--- config.mk ---
export PLATFORM = sky130hd
export DESIGN_NAME = uart_lite_16550
export DESIGN_NICKNAME = d
export VERILOG_FILES = /design/src/rtl/uart_lite_16550.sv
export SDC_FILE = /design/constraint.sdc
export NUM_CORES = 1
export LEC_CHECK = 0
export BUFFER_PORTS_ARGS = -buffer_cell sky130_fd_sc_hd__buf_2
export CORE_MARGIN = 3
export CORE_UTILIZATION = 45
export DETAILED_ROUTE_END_ITERATION = 6
export PLACE_DENSITY_LB_ADDON = 0.25
export SLEW_MARGIN = 20
export SYNTH_ARGS = -nofsm -noshare
export SYNTH_HDL_FRONTEND = slang
export SYNTH_SLANG_ARGS = --single-unit
--- constraint.sdc ---
create_clock -name clk -period 4.31 [get_ports clk]
set_input_delay 0.431 -clock clk [delete_from_list [all_inputs] [get_ports clk]]
set_output_delay 0.431 -clock clk [all_outputs]
set_load 0.1 [all_outputs]
--- src/rtl/uart_lite_16550.sv ---
// uart_lite_16550 - memory-mapped 8250/16550 register subset UART (8N1).
//
// Purpose: a small UART slave for the bus fabric. It provides a TX FIFO, a
// 16x-oversampled receiver with a single holding register, a programmable
// baud divisor and a level interrupt. Registers sit on 32-bit word
// boundaries; only addr[4:2] selects a register.
//
// Ports:
//   clk      system clock
//   rst_n    synchronous active-low reset
//   req      access request, held until ready
//   we       1 = write, 0 = read
//   addr     byte address; addr[4:2] selects the register
//   wdata    write data; the register byte is wdata[7:0]
//   wstrb    write strobes; a write takes effect only when wstrb[0] = 1
//   rdata    {24'h0, reg}; valid while ready = 1
//   ready    single-cycle completion pulse, one cycle after accept
//   uart_tx  serial output, idle high
//   uart_rx  serial input, asynchronous
//   irq      level interrupt, registered
module uart_lite_16550 #(
    parameter int          TX_DEPTH    = 16,
    parameter logic [15:0] DEFAULT_DIV = 16'd27
) (
    input  logic        clk,
    input  logic        rst_n,
    input  logic        req,
    input  logic        we,
    input  logic [31:0] addr,
    input  logic [31:0] wdata,
    input  logic [3:0]  wstrb,
    output logic [31:0] rdata,
    output logic        ready,
    output logic        uart_tx,
    input  logic        uart_rx,
    output logic        irq
);
    localparam int PW = $clog2(TX_DEPTH);

    typedef enum logic [1:0] {TX_IDLE, TX_START, TX_DATA, TX_STOP} tx_state_t;
    typedef enum logic [1:0] {RX_IDLE, RX_START, RX_DATA, RX_STOP} rx_state_t;

    // Register file
    logic [7:0]  dll_reg, dlm_reg, lcr_reg, mcr_reg, scr_reg, rbr_reg;
    logic [1:0]  ier_reg;
    logic        dr_reg, oe_reg, fe_reg;
    logic        ready_reg, irq_reg, uart_tx_reg;
    logic [31:0] rdata_reg;

    // TX FIFO
    logic [7:0]  fifo_mem [TX_DEPTH];
    logic [PW-1:0] wr_ptr_reg, rd_ptr_reg;
    logic [PW:0] count_reg;

    // Baud generator
    logic [15:0] baud_cnt_reg;

    // TX machine
    tx_state_t   tx_state_reg, tx_state_next;
    logic [3:0]  tx_cnt_reg, tx_cnt_next;
    logic [2:0]  tx_bit_reg, tx_bit_next;
    logic [7:0]  tx_shift_reg, tx_shift_next;
    logic        tx_pop;

    // RX machine
    rx_state_t   rx_state_reg, rx_state_next;
    logic [3:0]  rx_cnt_reg, rx_cnt_next;
    logic [2:0]  rx_bit_reg, rx_bit_next;
    logic [7:0]  rx_shift_reg, rx_shift_next;
    logic        rx_sync1_reg, rx_sync2_reg, rx_prev_reg;
    logic        rx_done;

    // Bus decode
    logic [2:0]  reg_sel;
    logic        dlab, accept, wr_en, rd_en;
    logic        thr_push, fifo_clr, rx_clr, rbr_pop, lsr_rd, div_wr;
    logic        fifo_empty, fifo_full, thre, temt;
    logic [15:0] div_val, div_eff;
    logic        tick16;
    logic [7:0]  lsr_val, iir_val, rd_byte;

    assign reg_sel    = addr[4:2];
    assign dlab       = lcr_reg[7];
    assign accept     = req & ~ready_reg;
    assign wr_en      = accept & we & wstrb[0];
    assign rd_en      = accept & ~we;
    assign fifo_empty = (count_reg == '0);
    assign fifo_full  = (count_reg == (PW+1)'(TX_DEPTH));
    assign thr_push   = wr_en && reg_sel == 3'd0 && !dlab && !fifo_full;
    assign fifo_clr   = wr_en && reg_sel == 3'd2 && wdata[2];
    assign rx_clr     = wr_en && reg_sel == 3'd2 && wdata[1];
    assign rbr_pop    = rd_en && reg_sel == 3'd0 && !dlab;
    assign lsr_rd     = rd_en && reg_sel == 3'd5;
    assign div_wr     = wr_en && dlab && (reg_sel == 3'd0 || reg_sel == 3'd1);
    assign thre       = fifo_empty;
    assign temt       = fifo_empty && (tx_state_reg == TX_IDLE);

    // Upper address/data bits and upper strobes carry no meaning here.
    logic unused_bits;
    assign unused_bits = ^{addr[31:5], addr[1:0], wdata[31:8], wstrb[3:1]};

    // Baud tick: a zero divisor behaves like one (tick every cycle).
    assign div_val = {dlm_reg, dll_reg};
    assign div_eff = (div_val == 16'd0) ? 16'd1 : div_val;
    assign tick16  = (baud_cnt_reg == div_eff - 16'd1);

    always_ff @(posedge clk) begin
        if (!rst_n || div_wr) baud_cnt_reg <= 16'd0;
        else if (tick16)      baud_cnt_reg <= 16'd0;
        else                  baud_cnt_reg <= baud_cnt_reg + 16'd1;
    end

    // FIFO storage and pointers. A clear empties the queue; a byte already
    // loaded into the shifter still goes out.
    always_ff @(posedge clk) begin
        if (thr_push) fifo_mem[wr_ptr_reg] <= wdata[7:0];
    end

    always_ff @(posedge clk) begin
        if (!rst_n || fifo_clr) begin
            wr_ptr_reg <= '0;
            rd_ptr_reg <= '0;
            count_reg  <= '0;
        end else begin
            if (thr_push) wr_ptr_reg <= wr_ptr_reg + PW'(1);
            if (tx_pop)   rd_ptr_reg <= rd_ptr_reg + PW'(1);
            count_reg <= count_reg + (PW+1)'(thr_push) - (PW+1)'(tx_pop);
        end
    end

    // TX state register; serial output is registered from the current state.
    always_ff @(posedge clk) begin
        if (!rst_n) begin
            tx_state_reg <= TX_IDLE;
            tx_cnt_reg   <= 4'd0;
            tx_bit_reg   <= 3'd0;
            tx_shift_reg <= 8'd0;
            uart_tx_reg  <= 1'b1;
        end else begin
            tx_state_reg <= tx_state_next;
            tx_cnt_reg   <= tx_cnt_next;
            tx_bit_reg   <= tx_bit_next;
            tx_shift_reg <= tx_shift_next;
            uart_tx_reg  <= (tx_state_reg == TX_START) ? 1'b0 :
                            (tx_state_reg == TX_DATA)  ? tx_shift_reg[0] : 1'b1;
        end
    end

    // TX next state. At the end of a stop bit a waiting byte goes straight
    // into its start bit so back-to-back frames have no idle gap.
    always_comb begin
        tx_state_next = tx_state_reg;
        tx_cnt_next   = tx_cnt_reg;
        tx_bit_next   = tx_bit_reg;
        tx_shift_next = tx_shift_reg;
        tx_pop        = 1'b0;
        if (tick16) begin
            case (tx_state_reg)
                TX_IDLE: begin
                    if (!fifo_empty) begin
                        tx_pop        = 1'b1;
                        tx_shift_next = fifo_mem[rd_ptr_reg];
                        tx_cnt_next   = 4'd0;
                        tx_state_next = TX_START;
                    end
                end
                TX_START: begin
                    tx_cnt_next = tx_cnt_reg + 4'd1;
                    if (tx_cnt_reg == 4'd15) begin
                        tx_bit_next   = 3'd0;
                        tx_state_next = TX_DATA;
                    end
                end
                TX_DATA: begin
                    tx_cnt_next = tx_cnt_reg + 4'd1;
                    if (tx_cnt_reg == 4'd15) begin
                        tx_shift_next = {1'b0, tx_shift_reg[7:1]};
                        tx_bit_next   = tx_bit_reg + 3'd1;
                        if (tx_bit_reg == 3'd7) tx_state_next = TX_STOP;
                    end
                end
                default: begin
                    tx_cnt_next = tx_cnt_reg + 4'd1;
                    if (tx_cnt_reg == 4'd15) begin
                        if (!fifo_empty) begin
                            tx_pop        = 1'b1;
                            tx_shift_next = fifo_mem[rd_ptr_reg];
                            tx_state_next = TX_START;
                        end else begin
                            tx_state_next = TX_IDLE;
                        end
                    end
                end
            endcase
        end
    end

    // RX synchronizer and state register.
    always_ff @(posedge clk) begin
        if (!rst_n) begin
            rx_sync1_reg <= 1'b1;
            rx_sync2_reg <= 1'b1;
            rx_prev_reg  <= 1'b1;
            rx_state_reg <= RX_IDLE;
            rx_cnt_reg   <= 4'd0;
            rx_bit_reg   <= 3'd0;
            rx_shift_reg <= 8'd0;
        end else begin
            rx_sync1_reg <= uart_rx;
            rx_sync2_reg <= rx_sync1_reg;
            rx_prev_reg  <= rx_sync2_reg;
            rx_state_reg <= rx_state_next;
            rx_cnt_reg   <= rx_cnt_next;
            rx_bit_reg   <= rx_bit_next;
            rx_shift_reg <= rx_shift_next;
        end
    end

    // RX next state: the start bit is re-checked 8 ticks after the falling
    // edge (its middle); every later sample is 16 ticks on, i.e. mid-bit.
    always_comb begin
        rx_state_next = rx_state_reg;
        rx_cnt_next   = rx_cnt_reg;
        rx_bit_next   = rx_bit_reg;
        rx_shift_next = rx_shift_reg;
        rx_done       = 1'b0;
        case (rx_state_reg)
            RX_IDLE: begin
                if (rx_prev_reg && !rx_sync2_reg) begin
                    rx_cnt_next   = 4'd0;
                    rx_state_next = RX_START;
                end
            end
            RX_START: begin
                if (tick16) begin
                    rx_cnt_next = rx_cnt_reg + 4'd1;
                    if (rx_cnt_reg == 4'd7) begin
                        rx_cnt_next   = 4'd0;
                        rx_bit_next   = 3'd0;
                        rx_state_next = rx_sync2_reg ? RX_IDLE : RX_DATA;
                    end
                end
            end
            RX_DATA: begin
                if (tick16) begin
                    rx_cnt_next = rx_cnt_reg + 4'd1;
                    if (rx_cnt_reg == 4'd15) begin
                        rx_shift_next = {rx_sync2_reg, rx_shift_reg[7:1]};
                        rx_bit_next   = rx_bit_reg + 3'd1;
                        if (rx_bit_reg == 3'd7) rx_state_next = RX_STOP;
                    end
                end
            end
            default: begin
                if (tick16) begin
                    rx_cnt_next = rx_cnt_reg + 4'd1;
                    if (rx_cnt_reg == 4'd15) begin
                        rx_done       = 1'b1;
                        rx_state_next = RX_IDLE;
                    end
                end
            end
        endcase
    end

    // Status and configuration registers. A byte arriving in the same cycle
    // as an RBR pop wins: DR stays set and no overrun is flagged.
    always_ff @(posedge clk) begin
        if (!rst_n) begin
            dll_reg <= DEFAULT_DIV[7:0];
            dlm_reg <= DEFAULT_DIV[15:8];
            ier_reg <= 2'd0;
            lcr_reg <= 8'd0;
            mcr_reg <= 8'd0;
            scr_reg <= 8'd0;
            rbr_reg <= 8'd0;
            dr_reg  <= 1'b0;
            oe_reg  <= 1'b0;
            fe_reg  <= 1'b0;
        end else begin
            if (wr_en) begin
                case (reg_sel)
                    3'd0: if (dlab) dll_reg <= wdata[7:0];
                    3'd1: if (dlab) dlm_reg <= wdata[7:0];
                          else      ier_reg <= wdata[1:0];
                    3'd3: lcr_reg <= wdata[7:0];
                    3'd4: mcr_reg <= wdata[7:0];
                    3'd7: scr_reg <= wdata[7:0];
                    default: ;
                endcase
            end
            if (rbr_pop) dr_reg <= 1'b0;
            if (lsr_rd) begin
                oe_reg <= 1'b0;
                fe_reg <= 1'b0;
            end
            if (rx_clr) begin
                dr_reg <= 1'b0;
                oe_reg <= 1'b0;
            end
            if (rx_done) begin
                rbr_reg <= rx_shift_reg;
                dr_reg  <= 1'b1;
                if (dr_reg && !rbr_pop && !rx_clr) oe_reg <= 1'b1;
                if (!rx_sync2_reg)                 fe_reg <= 1'b1;
            end
        end
    end

    // Read mux
    assign lsr_val = {1'b0, temt, thre, 1'b0, fe_reg, 1'b0, oe_reg, dr_reg};
    assign iir_val = (ier_reg[0] && dr_reg) ? 8'hC4 :
                     (ier_reg[1] && thre)   ? 8'hC2 : 8'hC1;

    always_comb begin
        rd_byte = 8'h00;
        case (reg_sel)
            3'd0: rd_byte = dlab ? dll_reg : rbr_reg;
            3'd1: rd_byte = dlab ? dlm_reg : {6'd0, ier_reg};
            3'd2: rd_byte = iir_val;
            3'd3: rd_byte = lcr_reg;
            3'd4: rd_byte = mcr_reg;
            3'd5: rd_byte = lsr_val;
            3'd7: rd_byte = scr_reg;
            default: rd_byte = 8'h00;
        endcase
    end

    // Bus response and interrupt
    always_ff @(posedge clk) begin
        if (!rst_n) begin
            ready_reg <= 1'b0;
            rdata_reg <= 32'd0;
            irq_reg   <= 1'b0;
        end else begin
            ready_reg <= accept;
            if (accept) rdata_reg <= we ? 32'd0 : {24'd0, rd_byte};
            irq_reg <= (ier_reg[0] & dr_reg) | (ier_reg[1] & thre);
        end
    end

    assign rdata   = rdata_reg;
    assign ready   = ready_reg;
    assign uart_tx = uart_tx_reg;
    assign irq     = irq_reg;

endmodule

==> impl_metrics.tcl <==
set metrics [dict create \
    status "complete, no violations" \
    routedWlPerCell_um 18.8 \
    final_area_mm2 0.0136 \
    finalCritPeriodShare_pct 96.6 \
    critPathArrivalTime_ns 4.58 \
    wl_um 26600 \
    cts_max_path_buffers 3 \
    syn_inst 1016 \
    core_area_mm2 0.0255 \
    vias 7832 \
    finalCoreUtilization_pct 53.1 \
    max_slew.worst_pin.slew_ns 1.02 \
    p_leak_nw 5.14 \
    grt_overflow_total 0 \
    port_buffers 27 \
    final-hold-violation-count 0 \
    fp.dieH_um 169 \
    cts_root_buf "clkbuf_16" \
    synthArstFlopShare_pct 0 \
    cts_sinks 262 \
    finClkSkew_ns 0.0113 \
    ant_nets 0 \
    yosysWarnings 0 \
    maxSlewViolCount 0 \
    die-area_mm2 0.0284 \
    final_cell_mix "132 x dfxtp_1, 128 x edfxtp_1, 116 x nor2_1" \
    start_util_pct 46.5 \
    largest_reg_flops 128 \
    synth_area_per_cell_um2 11.7 \
    max-slew-margin-rel_pct 32.2 \
    place_area_mm2 0.0125 \
    dp_hpwl_um 17600 \
    required_ns 4.73 \
    insertedDiodeCount 0 \
    clk_latency_ns 0.54 \
    place.gp.congestion 0.857 \
    viasPerCell 5.52 \
    ios 108 \
    synth_area_mm2 0.0119 \
    syn2layout_area_growth_pct 14.2 \
    setup_viol 0 \
    route.detailed.drc 0 \
    drive_gt1_share_pct 18.4 \
    max_freq_mhz 240 \
    critPathMaxFanout 5 \
    mostFrequentLayoutCell "dfxtp_1" \
    vdd_ir_drop_max_v 0.000331 \
    rrSetupSlack_ns 0.15 \
    final_cell_count_no_fill 1418 \
    dp_cells 1365 \
    row_count 58 \
    ctsHtreeMaxLevel 1 \
    synth_ff_type "dfxtp_1" \
    clk_pin_slew_ns 0.06 \
    numCtsBuffers 28 \
    track_usage_pct 18.7 \
    ys_types 75 \
    die_w_um 169 \
    synth_edf_count 128 \
    n_fill_cell 2192 \
    dp_slack_ns -0.0545 \
    grt_start_max_net_pins 56 \
    cts_tree "built" \
    ys_ff_latch 262 \
    holdBufCountCts 0 \
    rsz0062_at_grt "yes" \
    nets 1164 \
    fin_crit_ns 4.16 \
    crit_path_end_kind "flip-flop" \
    worst_slack_ns 0.145 \
    drt_first_pass_iters 5 \
    grt_pass1_vias 7705 \
    antenna_found_initial 0 \
    grt_pass1_wl_um 42600 \
    drtIter0Drc 528 \
    cap_viol_max_count 0 \
    critPathLaunchType "flip-flop" \
    crit_type "flip-flop to flip-flop" \
    hold_class "input port to flip-flop" \
    powerDensity_mw_per_mm2 400 \
    ys_seq_area_share_pct 54.9 \
]
==> repair_timing <==
| action | CTS | global route |
|---|---|---|
| endpoints found under the setup margin | 1 | 3 |
| gates resized for setup | 1 | 11 |
| pin swaps | 3 | 16 |
| buffers inserted | 2 | 0 |
| endpoints found under the hold margin | 0 | 0 |
==> layout make-up <==
cell class                      count  area (µm²)  share of cell area [%]
Tap cell                          330         413                    3.04
Clock inverter                     10         178                    1.31
Sequential cell                   262        6530                    48.1
Inverter                           23        86.3                   0.636
Multi-Input combinational cell    675        5040                    37.2
Clock buffer                       41         811                    5.97
Timing Repair Buffer               77         510                    3.76
==> per-stage QoR <==
step | power [W] | TNS (ns) | hold slack, ns
finish | 0.00544 | 0 | 0.0822
CTS | 0.00548 | 0 | 0.0637
global route | 0.00559 | -0.0795 | 0.0997
floorplan | 0.00287 | 0 | 0.386
detailed placement | 0.00292 | -0.0545 | 0.397
global placement | 0.00292 | -0.0509 | 0.393
==> synthesized netlist by cell type, types with 5 or more instances <==
cell      count  area [µm²]
and3_1        9        56.3
nor4_1        7        43.8
nor2b_1       5        31.3
xor2_1       20         175
buf_4        24         180
mux2i_1      81         811
a221oi_1      6        52.6
mux4_2       40         901
nand4_1      11        68.8
buf_1         9        33.8
dfxtp_1     134        2680
a31oi_1      10        62.6
nand2_1     109         409
nor3_1       15        75.1
inv_1        21        78.8
nor2_1      116         435
edfxtp_1    128        3840
ha_1         23         288
clkbuf_1     43         161
xnor2_1      21         184
o21ai_0      22         110
nand3_1      31         155
mux2_2        6        67.6
a21oi_1      24         120
nand2b_1      8        50.1
a22oi_1       8        60.1
or4_1         5        37.5
==> logic make-up after synthesis <==
group	count (synthesis)	synth area share, %
muxes	128	15.2
DFF	262	54.9
buffers and inverters	102	4.06
AOI/OAI and AO/OA	103	5.79
adders and majority gates	24	2.59
xor gates and xnor gates	42	3.21
and+or+nand+nor	354	14.2
other	1	0.0315
==> power breakdown <==
group	total (W)	switching, W	internal [W]	leakage (nW)
clock	0.00256	0.000967	0.00160	0.482
sequential	0.00263	0.00000996	0.00262	2.23
combinational	0.000245	0.000208	0.0000372	2.43
==> worst max-delay path: stages (launching register included) <==
cell	delay, ns
dfxtp_2	0.32
or4_4	0.55
nor3_4	0.20
a31oi_1	0.11
ha_2	0.20
nor3b_4	0.16
nand4_1	0.12
xnor2_2	0.09
or3_4	0.34
nor4b_4	0.35
nand2_4	0.08
nor3_2	0.15
buf_4	0.15
ha_4	0.19
inv_2	0.05
ha_4	0.12
inv_2	0.04
fa_2	0.36
inv_2	0.06
a21oi_2	0.04
nor2_1	0.10
nor2_1	0.06
xnor2_1	0.13
nor2_1	0.05
==> path summary, 6_finish.rpt <==
kind                startpoint  cells after the start      endpoint
hold reg to reg   rx_sync1_reg                      1  rx_sync2_reg
hold / removal         uart_rx                      2  rx_sync1_reg
setup / recovery    dlm_reg[4]                     23  count_reg[4]
setup reg to reg    dlm_reg[4]                     23  count_reg[4]
==> per-layer routing <==
layer	part of all wire, %	wire length, µm	track usage (%)
met4	1.5	387	3.77
met5	0	0	0
met1	48	12700	27.9
met3	5.2	1380	2.48
met2	46	12100	29.8
Note: power is estimated with default switching activity, not from simulation.
